### src/rtl/sixteen_bit_lod_unit_pkg.sv
// Shared log-multiplier constants and the operand/mask word type
// used by the leading-one detector.
package sixteen_bit_lod_unit_pkg;

   localparam int LOD_WIDTH   = 16;
   localparam int NIBBLE_W    = 4;
   localparam int NUM_NIBBLES = LOD_WIDTH / NIBBLE_W;

   typedef logic [LOD_WIDTH-1:0] lod_word_t;

endpackage

### src/rtl/sixteen_bit_lod_unit_if.sv
// Operand/result bundle for the leading-one detector; the master drives d,
// the slave (the detector) returns the one-hot mask and zero flag.
interface sixteen_bit_lod_unit_if;
   import sixteen_bit_lod_unit_pkg::*;

   lod_word_t d;
   lod_word_t o;
   logic      zero_input_flag;

   modport master (output d, input o, input zero_input_flag);
   modport slave  (input d, output o, output zero_input_flag);

endinterface

### src/rtl/sixteen_bit_lod_unit_lod4.sv
// Combinational 4-bit leading-one detector: one-hot mask of the highest set
// bit plus a nonzero indication.
module sixteen_bit_lod_unit_lod4
   import sixteen_bit_lod_unit_pkg::*;
(
   input  logic [NIBBLE_W-1:0] a,
   output logic [NIBBLE_W-1:0] mask,
   output logic                nonzero
);

   // Each bit survives only if every bit above it is clear.
   assign mask[3] = a[3];
   assign mask[2] = a[2] & ~a[3];
   assign mask[1] = a[1] & ~(|a[3:2]);
   assign mask[0] = a[0] & ~(|a[3:1]);
   assign nonzero = |a;

endmodule

### src/rtl/sixteen_bit_lod_unit.sv
// Registered 16-bit leading-one detector built from four nibble LODs and a
// fifth LOD that picks the leading nonzero nibble.
module sixteen_bit_lod_unit
   import sixteen_bit_lod_unit_pkg::*;
(
   input  logic                        clk,
   input  logic                        rst,
   sixteen_bit_lod_unit_if.slave       bus
);

   logic [NIBBLE_W-1:0]    nib_mask [NUM_NIBBLES];
   logic [NUM_NIBBLES-1:0] nib_nz;
   logic [NUM_NIBBLES-1:0] sel_mask;
   logic                   sel_nz;
   lod_word_t              o_next;
   logic                   zero_next;

   for (genvar g = 0; g < NUM_NIBBLES; g++) begin : g_nibble
      sixteen_bit_lod_unit_lod4 u_lod4 (
         .a       (bus.d[g*NIBBLE_W +: NIBBLE_W]),
         .mask    (nib_mask[g]),
         .nonzero (nib_nz[g])
      );
   end

   sixteen_bit_lod_unit_lod4 u_group_sel (
      .a       (nib_nz),
      .mask    (sel_mask),
      .nonzero (sel_nz)
   );

   // Only the leading nibble's mask passes through; the rest are gated to zero.
   always_comb begin
      o_next = '0;
      for (int g = 0; g < NUM_NIBBLES; g++) begin
         o_next[g*NIBBLE_W +: NIBBLE_W] = nib_mask[g] & {NIBBLE_W{sel_mask[g]}};
      end
   end

   assign zero_next = ~sel_nz;

   // Reset values match an all-zero operand so flag == (o == 0) always holds.
   always_ff @(posedge clk) begin
      if (rst) begin
         bus.o               <= '0;
         bus.zero_input_flag <= 1'b1;
      end else begin
         bus.o               <= o_next;
         bus.zero_input_flag <= zero_next;
      end
   end

endmodule

### src/flat_wrapper.sv
// flat-port wrapper written by rule: the top's interface ports become plain ports
module sixteen_bit_lod_unit_flat import sixteen_bit_lod_unit_pkg::*;
  (clk, rst, bus_d, bus_o, bus_zero_input_flag);
  sixteen_bit_lod_unit_if bus_i ();
  input  logic clk;
  input  logic rst;
  input wire logic [$bits(bus_i.d)-1:0] bus_d;
  output wire logic [$bits(bus_i.o)-1:0] bus_o;
  output wire logic [$bits(bus_i.zero_input_flag)-1:0] bus_zero_input_flag;
  assign bus_i.d = bus_d;
  assign bus_o = bus_i.o;
  assign bus_zero_input_flag = bus_i.zero_input_flag;
  sixteen_bit_lod_unit u_core (.clk(clk), .rst(rst), .bus(bus_i));
endmodule
### config.mk
export PLATFORM = sky130hd
export DESIGN_NAME = sixteen_bit_lod_unit_flat
export DESIGN_NICKNAME = d
export VERILOG_FILES = /design/src/rtl/sixteen_bit_lod_unit_pkg.sv /design/src/rtl/sixteen_bit_lod_unit_if.sv /design/src/rtl/sixteen_bit_lod_unit_lod4.sv /design/src/rtl/sixteen_bit_lod_unit.sv /design/src/flat_wrapper.sv
export SDC_FILE = /design/constraint.sdc
export NUM_CORES = 1
export LEC_CHECK = 0
export ABC_AREA = 1
export BUFFER_PORTS_ARGS = -buffer_cell sky130_fd_sc_hd__buf_2
export CORE_MARGIN = 10
export CORE_UTILIZATION = 40
export CTS_CLUSTER_DIAMETER = 80
export DETAILED_ROUTE_END_ITERATION = 8
export GPL_TIMING_DRIVEN = 0
export PLACE_DENSITY_LB_ADDON = 0.05
export SLEW_MARGIN = 20
export SYNTH_ARGS = -nofsm -noshare
export SYNTH_HDL_FRONTEND = slang
export SYNTH_SLANG_ARGS = --single-unit
export TNS_END_PERCENT = 50
### constraint.sdc
create_clock -name clk -period 0.92 [get_ports clk]
set_input_delay 0.184 -clock clk [delete_from_list [all_inputs] [get_ports clk]]
set_output_delay 0.184 -clock clk [all_outputs]
set_load 0.05 [all_outputs]
Yosys cells after proc, flatten, opt, wreduce, memory -nomap -nowiden
Cells that the tools add are included.
Word-level totals
  register bits after elaboration: 17
  logic and storage cells: 52
Operators by class
  reductions and logical operators: 15
  bitwise operators: 35
Operators with widths (number)
  $and A4 B4 Y4: 4
  $not A1 Y1: 16
  $reduce_or A16 Y1: 1
  $reduce_or A4 Y1: 4
  $and A1 B1 Y1: 15
  $reduce_or A12 Y1: 1
  $reduce_or A3 Y1: 4
  $reduce_or A2 Y1: 4
  $reduce_or A8 Y1: 1

Longest topological paths before layout
Gate-level depths: netlist (run 1).
  depth after elaboration: 4
  gate-level depth with buffers: 6
  depth with buffers taken out: 6

Modules after synthesis
From an unflattened synthesis (run 1), not the netlist that was laid out.
Unflattened totals
  cell total of the unflattened synthesis: 103
  area, all modules: 725.7 µm²
By module, submodules not included
  sixteen_bit_lod_unit: cells an instance 53, instances 1, area an instance 494.2 µm², sequential area each 340.3 µm²
  sixteen_bit_lod_unit_lod4: cells an instance 10, instances 5, area an instance 46.3 µm², sequential area each 0.0 µm²

Worst setup path before layout (run 1)
OpenSTA, ideal clock, no wires.
  path kind: register -> output
  start: reg u_core.bus.o[0]
  end: out bus_o[0]
  buffers on the path: 0
  data required time: 736 ps
  path slack: 149 ps
  stages on the path, launching flop included: 1
  arrival time: 587 ps
  path through: dfxtp_1
RTL lines
  start: declaration: RTL line sixteen_bit_lod_unit_if.sv:11  | modport slave (input d, output o, output zero_input_flag);
  start signal: assignment: RTL line sixteen_bit_lod_unit.sv:48  | bus.o <= o_next;
  end: declaration: RTL line flat_wrapper.sv:8  | output wire logic [$bits(bus_i.o)-1:0] bus_o;
No word-level cell between the ends.

Worst setup path in the final report (run 1)
  start: reg u_core.bus.o[9]
  end: out bus_o[9]
No word-level cell between the ends.

==> results of run 1 <==
[cells in the final DEF, fill, tap and decap left out, drive strengths merged, types with 2 or more instances in the layout]
| cell type | count |
|---|---|
| dfxtp | 17 |
| nand2 | 11 |
| nand3 | 7 |
| buf | 34 |
| inv | 10 |
| nand3b | 2 |
| nor4 | 2 |
| nand4 | 2 |
| nor2 | 22 |
| clkbuf | 3 |
| nor3 | 2 |
[worst max-delay path by stage]
stage,cells past startpoint,startpoint,to,slack [ns]
detailed placement,6,bus_d[10],u_core.bus.o[2],-0.04
finish,1,u_core.bus.o[9],bus_o[9],-0.04
global placement,6,bus_d[10],u_core.bus.o[2],-0.02
global route,1,u_core.bus.o[9],bus_o[9],-0.08
floorplan,0,u_core.bus.o[0],bus_o[0],0.15
CTS,1,u_core.bus.o[2],bus_o[2],-0.05
[stage by stage]
stage / utilization [%] / hold WS [ns]
3_5_place_dp: 54.9 / 0.386
2_1_floorplan: - / 0.256
5_1_grt: 69.3 / 0.0718
4_1_cts: 69.1 / 0.0604
6_report: 69.3 / 0.0794
3_3_place_gp: 54.9 / 0.386
[layout make-up]
class | instances | area, um^2 | area share (%)
clock inverters | 1 | 5.00 | 0.485
multi-input cells | 49 | 249 | 24.1
repair buffers | 34 | 337 | 32.6
inverters | 10 | 37.5 | 3.64
well taps | 16 | 20.0 | 1.94
clock buffers | 3 | 22.5 | 2.18
flip-flops and latches | 17 | 362 | 35.0
[power breakdown]
part / leakage (nW) / internal (mW) / total, mW / switching [mW]
Clock: 0.0177 / 0.162 / 0.390 / 0.228
Sequential: 0.146 / 0.746 / 0.751 / 0.00550
Combinational: 0.310 / 0.0720 / 0.179 / 0.107
[timing repair]
item / CTS / global route
hold buffers: 0 / 0
endpoints found under the setup margin: 17 / 17
resized for setup: 66 / 1
buffers inserted: 0 / 0
pin swaps: 0 / 0
[flip-flops by register name, indices dropped and copies added, names as in the netlist]
name                        count
u_core.bus.o                   16
u_core.bus.zero_input_flag      1
[synthesized netlist by cell type]
cell and n:
inv_1 9, nor2_2 2, nand2_2 2, nand4_1 2, nor3_1 2, nand2_1 8, nor2_1 18, nor3b_1 1
nor4_1 2, nand3b_1 2, inv_2 1, dfxtp_1 17, nor2_4 2, nand2_4 1, nand3_1 7
[layer usage]
| layer | wire (um) | share of wire (%) | track usage [%] |
|---|---|---|---|
| met5 | 0 | 0 | 0 |
| met4 | 28 | 1.8 | 4.81 |
| met3 | 193 | 12 | 5.79 |
| met2 | 726 | 46 | 15.3 |
| met1 | 641 | 40 | 9.76 |
[kinds of logic after synthesis]
family                 share of synthesized area (%)
flip-flops                                      54.3
AND/OR/NAND/NOR                                 39.7
buffers and inverters                           5.99
==> impl_results.md, run 1 <==
- Status: complete, but fails checks
- Failing checks: negative setup slack
- Final Non-Filler Cells: 130
- Critical Path Max Stage Delay: 0.35 ns
- Startpoint types: register
- Final TNS setup: -0.590 ns
- Port buffer count: 34
- CP endpoint kind: output port
- Flops & latches, synth: 17
- Setup violators final: 17
- Post-synth top area share: 54.3%
- Vias in the first global route: 633
- Wirelength per Cell: 12.2 um
- Mapped Area: between 600 and 700 um^2
- Clock-pin slew on the worst setup and hold paths: about 0.10 ns
- Final Hold Violating Endpoints: 0
- # Max-Cap Violations: 0
- Highest fanout seen on the critical path: 1
- Final period utilization: 105%
- NumNets Final: 133
- Placer Congestion: 0.738
- ANT nets after route: 0
- Fmax: 1040 MHz
- Num CTS Buffers: 3
- Worst setup margin: -0.0445 ns
- Setup Crit Path Kind: register to output port
- Yosys top cell by area: dfxtp_1
- Crit path buf inv count: 1
- RSZ-0062 raised after global routing: true
- Ports: 35
- WHS Path Cells: 2
- Least-Margin Pin Slew: approximately 0.26 ns
- H-tree levels: 1
- Syn nets: 94
- Sink of the worst hold path: u_core.bus.o[10]
- Worst EP required: 0.74 ns
- Cells after synthesis: 76
- Initial DRC count: 5
- Hold Path Class: primary input to register
- Crit path DAT: 0.78 ns
- Drt drc: 0
- Vias per inst: 4.75
- # clock sinks: 17
- Yosys Warn Count: 0
- Fin crit period: 0.964 ns
- Delay-heaviest family, CP: flip-flops
- First-pass GRT wire length: roughly 2.6 mm
- Gr ovfl total: 0
- Final Max Slew Viols: 0
- Final instance area: 0.00103 mm^2
- Clk root buf: clkbuf_4
- Leak: 0.474 nW
- CTS tree: done
- Share of layout cells above drive strength 1: about 55%
- Vertical die dimension: 59.6 um
- Syn_area_per_cell: ~8.2 um^2
- Slowest stage cell on the critical path: dfxtp_2
- Routed vias: 617
- Starting density of the core: a little over two fifths
- DRT Pass-1 Iters: 4
- Die area: 0.00355 mm^2
- Worst-path cell chain: buf_8
- HP Start: bus_d[11]
- Placed cells: ~130
- Area after DPL: 817 um^2
- Global Route Usage Sum: under 10%
- Core area: 0.00149 mm^2
- Initial antenna violation count: 0
- Horiz. Die Dim: 59.6 um
- Diodes inserted: 0
- Total Wirelength: 1.59 mm
- Sequential element share of the synthesized area: 54.3%
- Largest cells by area after synthesis: dfxtp_1 54%, nor2_1 11%, nand3_1 5.6%, inv_1 5.4%, nand2_1 4.8%
- Maximum VDD drop: about 0.0008 V
- DP Wirelength: 1.22 mm
- PwrDens: around 1300 mW/mm^2
- Largest net degree at the start of global routing: 11
- P&R area growth vs syn: 64.7%
- Distinct cells, synth: 15
- Final Total Pwr: between 1 and 1.5 mW
- CTS max path bufs: 2
- Dpl ws: -0.0382 ns
- Fill cell count: 114
- Slew margin rel.: roughly 80%
- FP Rows: 14
Note: power is estimated with default switching activity, not from simulation.
==> run 2, diff against run 1 <==
==> constraint.sdc (replaced) <==
create_clock -name clk -period 0.92 [get_ports clk]
set_input_delay 0 -clock clk [delete_from_list [all_inputs] [get_ports clk]]
set_output_delay 0 -clock clk [all_outputs]
set_load 0.05 [all_outputs]
==> impl_results.md, run 2 (synthesis gave the netlist of run 1 again) <==
- Part of the power in registers: 54.8%
- Maximum VDD drop: about 0.0008 V
- Delay-heaviest family, CP: flip-flops
- Largest net degree at the start of global routing: 11
- Share of layout cells above drive strength 1: between 30 and 40%
- Commonest non-fill, non-tap cell in the layout: buf_2
- Setup violators final: 0
- Slowest stage cell on the critical path: dfxtp_1
- First-pass GRT wire length: 2.92 mm
- HP Start: bus_d[12]
- WHS Path Cells: 4
- Setup repair bufs after CTS: 0
- Final period utilization: between 90% and 100%
- Fill cell count: 118
- Final cell utilization of the core: between 70% and 80%
- Sw power: 0.349 mW
- Clk pwr share: 28.5%
- Placer Congestion: 0.738
- Highest fanout seen on the critical path: 1
- Port buffer count: 34
- Crit path from: u_core.bus.o[2]
- Worst EP required: 0.92 ns
- Setup Crit Path Kind: register to output port
- Critical Path Max Stage Delay: 0.33 ns
- Leak: ~0.52 nW
- Vias per inst: 4.56
- Crit path depth: 1
- Worst setup margin: 0.0565 ns
- Fin crit period: 0.864 ns
- Crit path buf inv count: 1
- Worst-path cell chain: buf_2
- Internal: 1.01 mW
- Hold slack: 0.0155 ns
- Wirelength per Cell: between 10 and 15 um
- Max FFs per register: 16
- Area used by multi-input combinational logic: roughly 260 um^2
- DRT Pass-1 Iters: 4
- Vias in the first global route: between 700 and 800
- Gr ovfl total: 0
- Status: finished, final reports clean
- DP Wirelength: about 1.2 mm
- Clk root buf: clkbuf_4
- Crit path DAT: between 0.8 and 0.9 ns
- Placed cells: roughly 130
- Met3 routed wirelength: 237 um
- PwrDens: 1300 mW/mm^2
- CP endpoint kind: output port
- Core area: 0.00149 mm^2
- Total Wirelength: 1.83 mm
- Final Hold Violating Endpoints: 0
- CTS tree: done
- Most flops, register: u_core.bus.o
- Fmax: between 1000 and 1500 MHz
- Initial antenna violation count: 0
- Final Non-Filler Cells: 147
- Hold Path Class: primary input to register
- Drt drc: 0
- Routed vias: 671
- Commonest non-fill, non-tap cells in the layout: 30 x buf_2, 20 x dlygate4sd3_1, 17 x dfxtp_1
- Diodes inserted: 0
- Final Max Slew Viols: 0
- Slew margin rel.: 82.9%
- # Max-Cap Violations: 0
- Top layer in use: met3
- NumNets Final: 150
- Least-Margin Pin Slew: 0.258 ns
- FF+latch area: 340 um^2
- Dpl ws: 0.146 ns
- Startpoint types: register
- CTS max path bufs: 2
- Sw Share: approximately 26%
- FP Rows: 14
- Starting density of the core: 42.1%
- Initial DRC count: 7
- Num CTS Buffers: 3
- # clock sinks: 17
- Met2 wire length: just over 900 um
- Horiz. Die Dim: between 50 and 60 um
- Die area: 0.00355 mm^2
- Top Registers: u_core.bus.o: 16 flops, u_core.bus.zero_input_flag: 1 flops
- Combinational share of power: 16.8%
- ANT nets after route: 0
- Ports: 35
- Clock-pin slew on the worst setup and hold paths: 0.10 ns
- Vertical die dimension: 59.6 um
- P&R area growth vs syn: 66.7%
- H-tree levels: 1
- Routed length on met1: 667 um
- Global Route Usage Sum: 10.4%
run 2: cell count changes in the layout (fill, tap and decap cells not counted), sizes merged:
cell	change
dlygate4sd3	+20
buf	-4
dlymetal6s4s	+1
run 2: worst paths after layout:
path	endpoint
max	bus_o[2]
min	u_core.bus.o[10]
run 2: cell type report:
type	instances	area share, %
multi-input cells	49	24.6
well taps	16	1.92
flip-flops and latches	17	32.6
repair buffers	51	34.7
clock inverters	1	0.479
clock buffers	3	2.16
inverters	10	3.59
run 2: layer usage:
layer  GRT usage (%)  vias up
met5               0        -
met4            3.85        0
met3            4.94        0
met2            19.0       27
met1            9.63      295
li1                -      349
run 2: stage by stage:
| step | power (mW) | cell area, um^2 | TNS [ns] |
|---|---|---|---|
| floorplan | 0.851 | 627 | 0 |
| global placement | 0.920 | 817 | 0 |
| detailed placement | 0.922 | 817 | 0 |
| CTS | 1.38 | 1050 | 0 |
| global route | 1.43 | 1040 | -0.0144 |
| finish | 1.36 | 1040 | 0 |
run 2: power groups by stage:
stage	Sequential [mW]	Clock, mW	Combinational (mW)
final	0.746	0.388	0.228
after global placement	0.763	0	0.157
after CTS	0.746	0.403	0.227
after global routing	0.747	0.431	0.248
after floorplan	0.797	0	0.0543
after detailed placement	0.763	0	0.159
run 2: timing repair:
item / in CTS / in global routing
hold buffers: 21 / 0
endpoints found under the setup margin: 0 / 5
gates resized for setup: 0 / 6
hold endpoints to repair: 16 / 0
==> run 3, diff against run 2 <==
--- a/config.mk
+++ b/config.mk
@@ -5,7 +5,6 @@
 export SDC_FILE = /design/constraint.sdc
 export NUM_CORES = 1
 export LEC_CHECK = 0
-export ABC_AREA = 1
 export BUFFER_PORTS_ARGS = -buffer_cell sky130_fd_sc_hd__buf_2
 export CORE_MARGIN = 10
 export CORE_UTILIZATION = 40
==> constraint.sdc (replaced) <==
create_clock -name clk -period 0.85 [get_ports clk]
set_input_delay 0 -clock clk [delete_from_list [all_inputs] [get_ports clk]]
set_output_delay 0 -clock clk [all_outputs]
set_load 0.05 [all_outputs]
==> impl_results.md, run 3 <==
- Diodes inserted: 0
- Vias per inst: approximately 4.8
- Clk root buf: clkbuf_4
- Highest fanout seen on the critical path: 5
- Syn_area_per_cell: 11.5 um^2
- Sequential element share of the synthesized area: 57.0%
- Area after DPL: 781 um^2
- Post-synth top area share: 57.0%
- Crit path DAT: 1.11 ns
- Final TNS setup: -0.0743 ns
- Max FFs per register: 16
- ANT nets after route: 0
- # Max-Cap Violations: 0
- Ports: 35
- Largest cells by area after synthesis: dfxtp_1 57%, nor3_1 5.0%, nand4b_4 4.0%, nor4b_4 4.0%, or4_4 3.8%
- Final period utilization: 107%
- Clock-pin slew on the worst setup and hold paths: 0.09 ns
- CP endpoint kind: register
- Horiz. Die Dim: 58.6 um
- Setup Crit Path Kind: primary input to register
- Share of layout cells above drive strength 1: 47.2%
- NumNets Final: 125
- Fin crit period: 0.908 ns
- H-tree levels: 1
- Final instance area: 0.00106 mm^2
- Vertical die dimension: 58.6 um
- DRT Pass-1 Iters: 4
- Worst setup margin: -0.0581 ns
- Routed vias: 584
- P&R area growth vs syn: 78.0%
- Placer Congestion: 0.642
- Commonest non-fill, non-tap cells in the layout: 17 x buf_4, 17 x dfxtp_1, 15 x buf_2
- Die area: approximately 0.0034 mm^2
- Vias in the first global route: between 600 and 700
- FP Rows: 13
- Initial DRC count: 2
- Mapped Area: 597 um^2
- Asr flop ratio synth: 0%
- Flops & latches, synth: 17
- Setup violators final: 3
- Number of enable flip-flop cells after synthesis: 0
- RSZ-0062 raised after global routing: true
- Slew margin rel.: 68.8%
- CTS tree: done
- Hold Path Class: primary input to register
- Failing checks: negative setup slack
- Final Max Slew Viols: 0
- Leak: approximately 0.52 nW
- Startpoint types: primary input
- Least-Margin Pin Slew: 0.464 ns
- Gr ovfl total: 0
- Commonest cells post-synth: 17 x dfxtp_1, 6 x nor3_1, 5 x nor2_1
- Global Route Usage Sum: 9.41%
- Worst EP required: 1.05 ns
- Final Hold Violating Endpoints: 0
- DP Wirelength: 1.10 mm
- Distinct cells, synth: 20
- Cells after synthesis: between 50 and 60
- CTS max path bufs: 2
- # clock sinks: 17
- Most flops, register: u_core.bus.o
- Initial antenna violation count: 0
- First-pass GRT wire length: 2.60 mm
- Yosys top cell by area: dfxtp_1
- Num CTS Buffers: 3
- Hold slack: approximately 0.0027 ns
- Top Registers: u_core.bus.o: 16 flops, u_core.bus.zero_input_flag: 1 flops
- Yosys Warn Count: 0
- Total Wirelength: between 1.5 and 2 mm
- Core area: approximately 0.0014 mm^2
- Port buffer count: 33
- Syn nets: 70
- Starting density of the core: approximately 44%
- PwrDens: approximately 1400 mW/mm^2
- Most used DFF post-synth: dfxtp_1
- Largest net degree at the start of global routing: 10
- Drt drc: 0
- Fmax: around 1100 MHz
- Wirelength per Cell: 13.3 um
- Maximum VDD drop: 0.000858 V
- Most common cell in the netlist: dfxtp_1
- Status: complete, but fails checks
## run 3: changes by cell type in the layout (fill, tap and decap cells not counted), moves of 3 or more
cell / delta
buf_4: +17
buf_2: -15
nor2_1: -10
nand3_1: -7
dlygate4sd3_1: -6
inv_1: -6
nand2_1: -6
nor2_2: -5
and2_1: +3
and3_1: +3
inv_2: -3
## run 3: report_power, final
group / internal [mW] / switching (mW) / total, mW
clock: 0.182 / 0.230 / 0.411
combinational: 0.117 / 0.110 / 0.227
sequential: 0.806 / 0.00237 / 0.808
## run 3: cell families after synthesis
kind of cell	share of synthesized area (%)
flops	57.0
simple gates	39.2
buf+inv	2.51
compound gates	1.26
## run 3: routing by layer
metal,track usage [%],share of wire [%]
met1,10.9,44
met4,3.93,0.93
met2,14.3,46
met3,4.72,9.5
met5,0,0
## run 3: metrics by stage
stage / std cells / util, % / setup slack, ns / power [mW]
2_1_floorplan: 52 / - / -0.181 / 0.905
3_3_place_gp: 100 / 57.8 / -0.362 / 0.973
3_5_place_dp: 100 / 57.8 / -0.364 / 0.973
4_1_cts: 120 / 75.8 / -0.0448 / 1.45
5_1_grt: 121 / 78.7 / -0.0997 / 1.51
6_report: 121 / 78.7 / -0.0581 / 1.45
## run 3: final timing paths
check	end	from	slack, ns	cells past startpoint
min	u_core.bus.o[3]	bus_d[3]	0.003	2
max	u_core.bus.o[2]	bus_d[9]	-0.06	4
## run 3: timing repair
item,in CTS,in global routing
endpoints found under the hold margin,15,0
hold buffers,15,0
resized for setup,19,7
setup endpoints to repair,23,12
setup buffers,1,1
pin swaps,1,3
gates cloned,0,0
## run 3: worst max-delay path: stages
cell,delay (ns)
buf_6,0.09
or4_4,0.53
nand4b_4,0.25
nor4b_4,0.23
## run 3: cell type report
| class | count | area, um^2 |
|---|---|---|
| inverters | 1 | 3.75 |
| fillers | 75 | 288 |
| multi-input cells | 33 | 280 |
| plain buffers | 1 | 11.3 |
| well taps | 15 | 18.8 |
| repair buffers | 50 | 382 |
| clock buffers | 4 | 26.3 |
| flip-flops and latches | 17 | 340 |
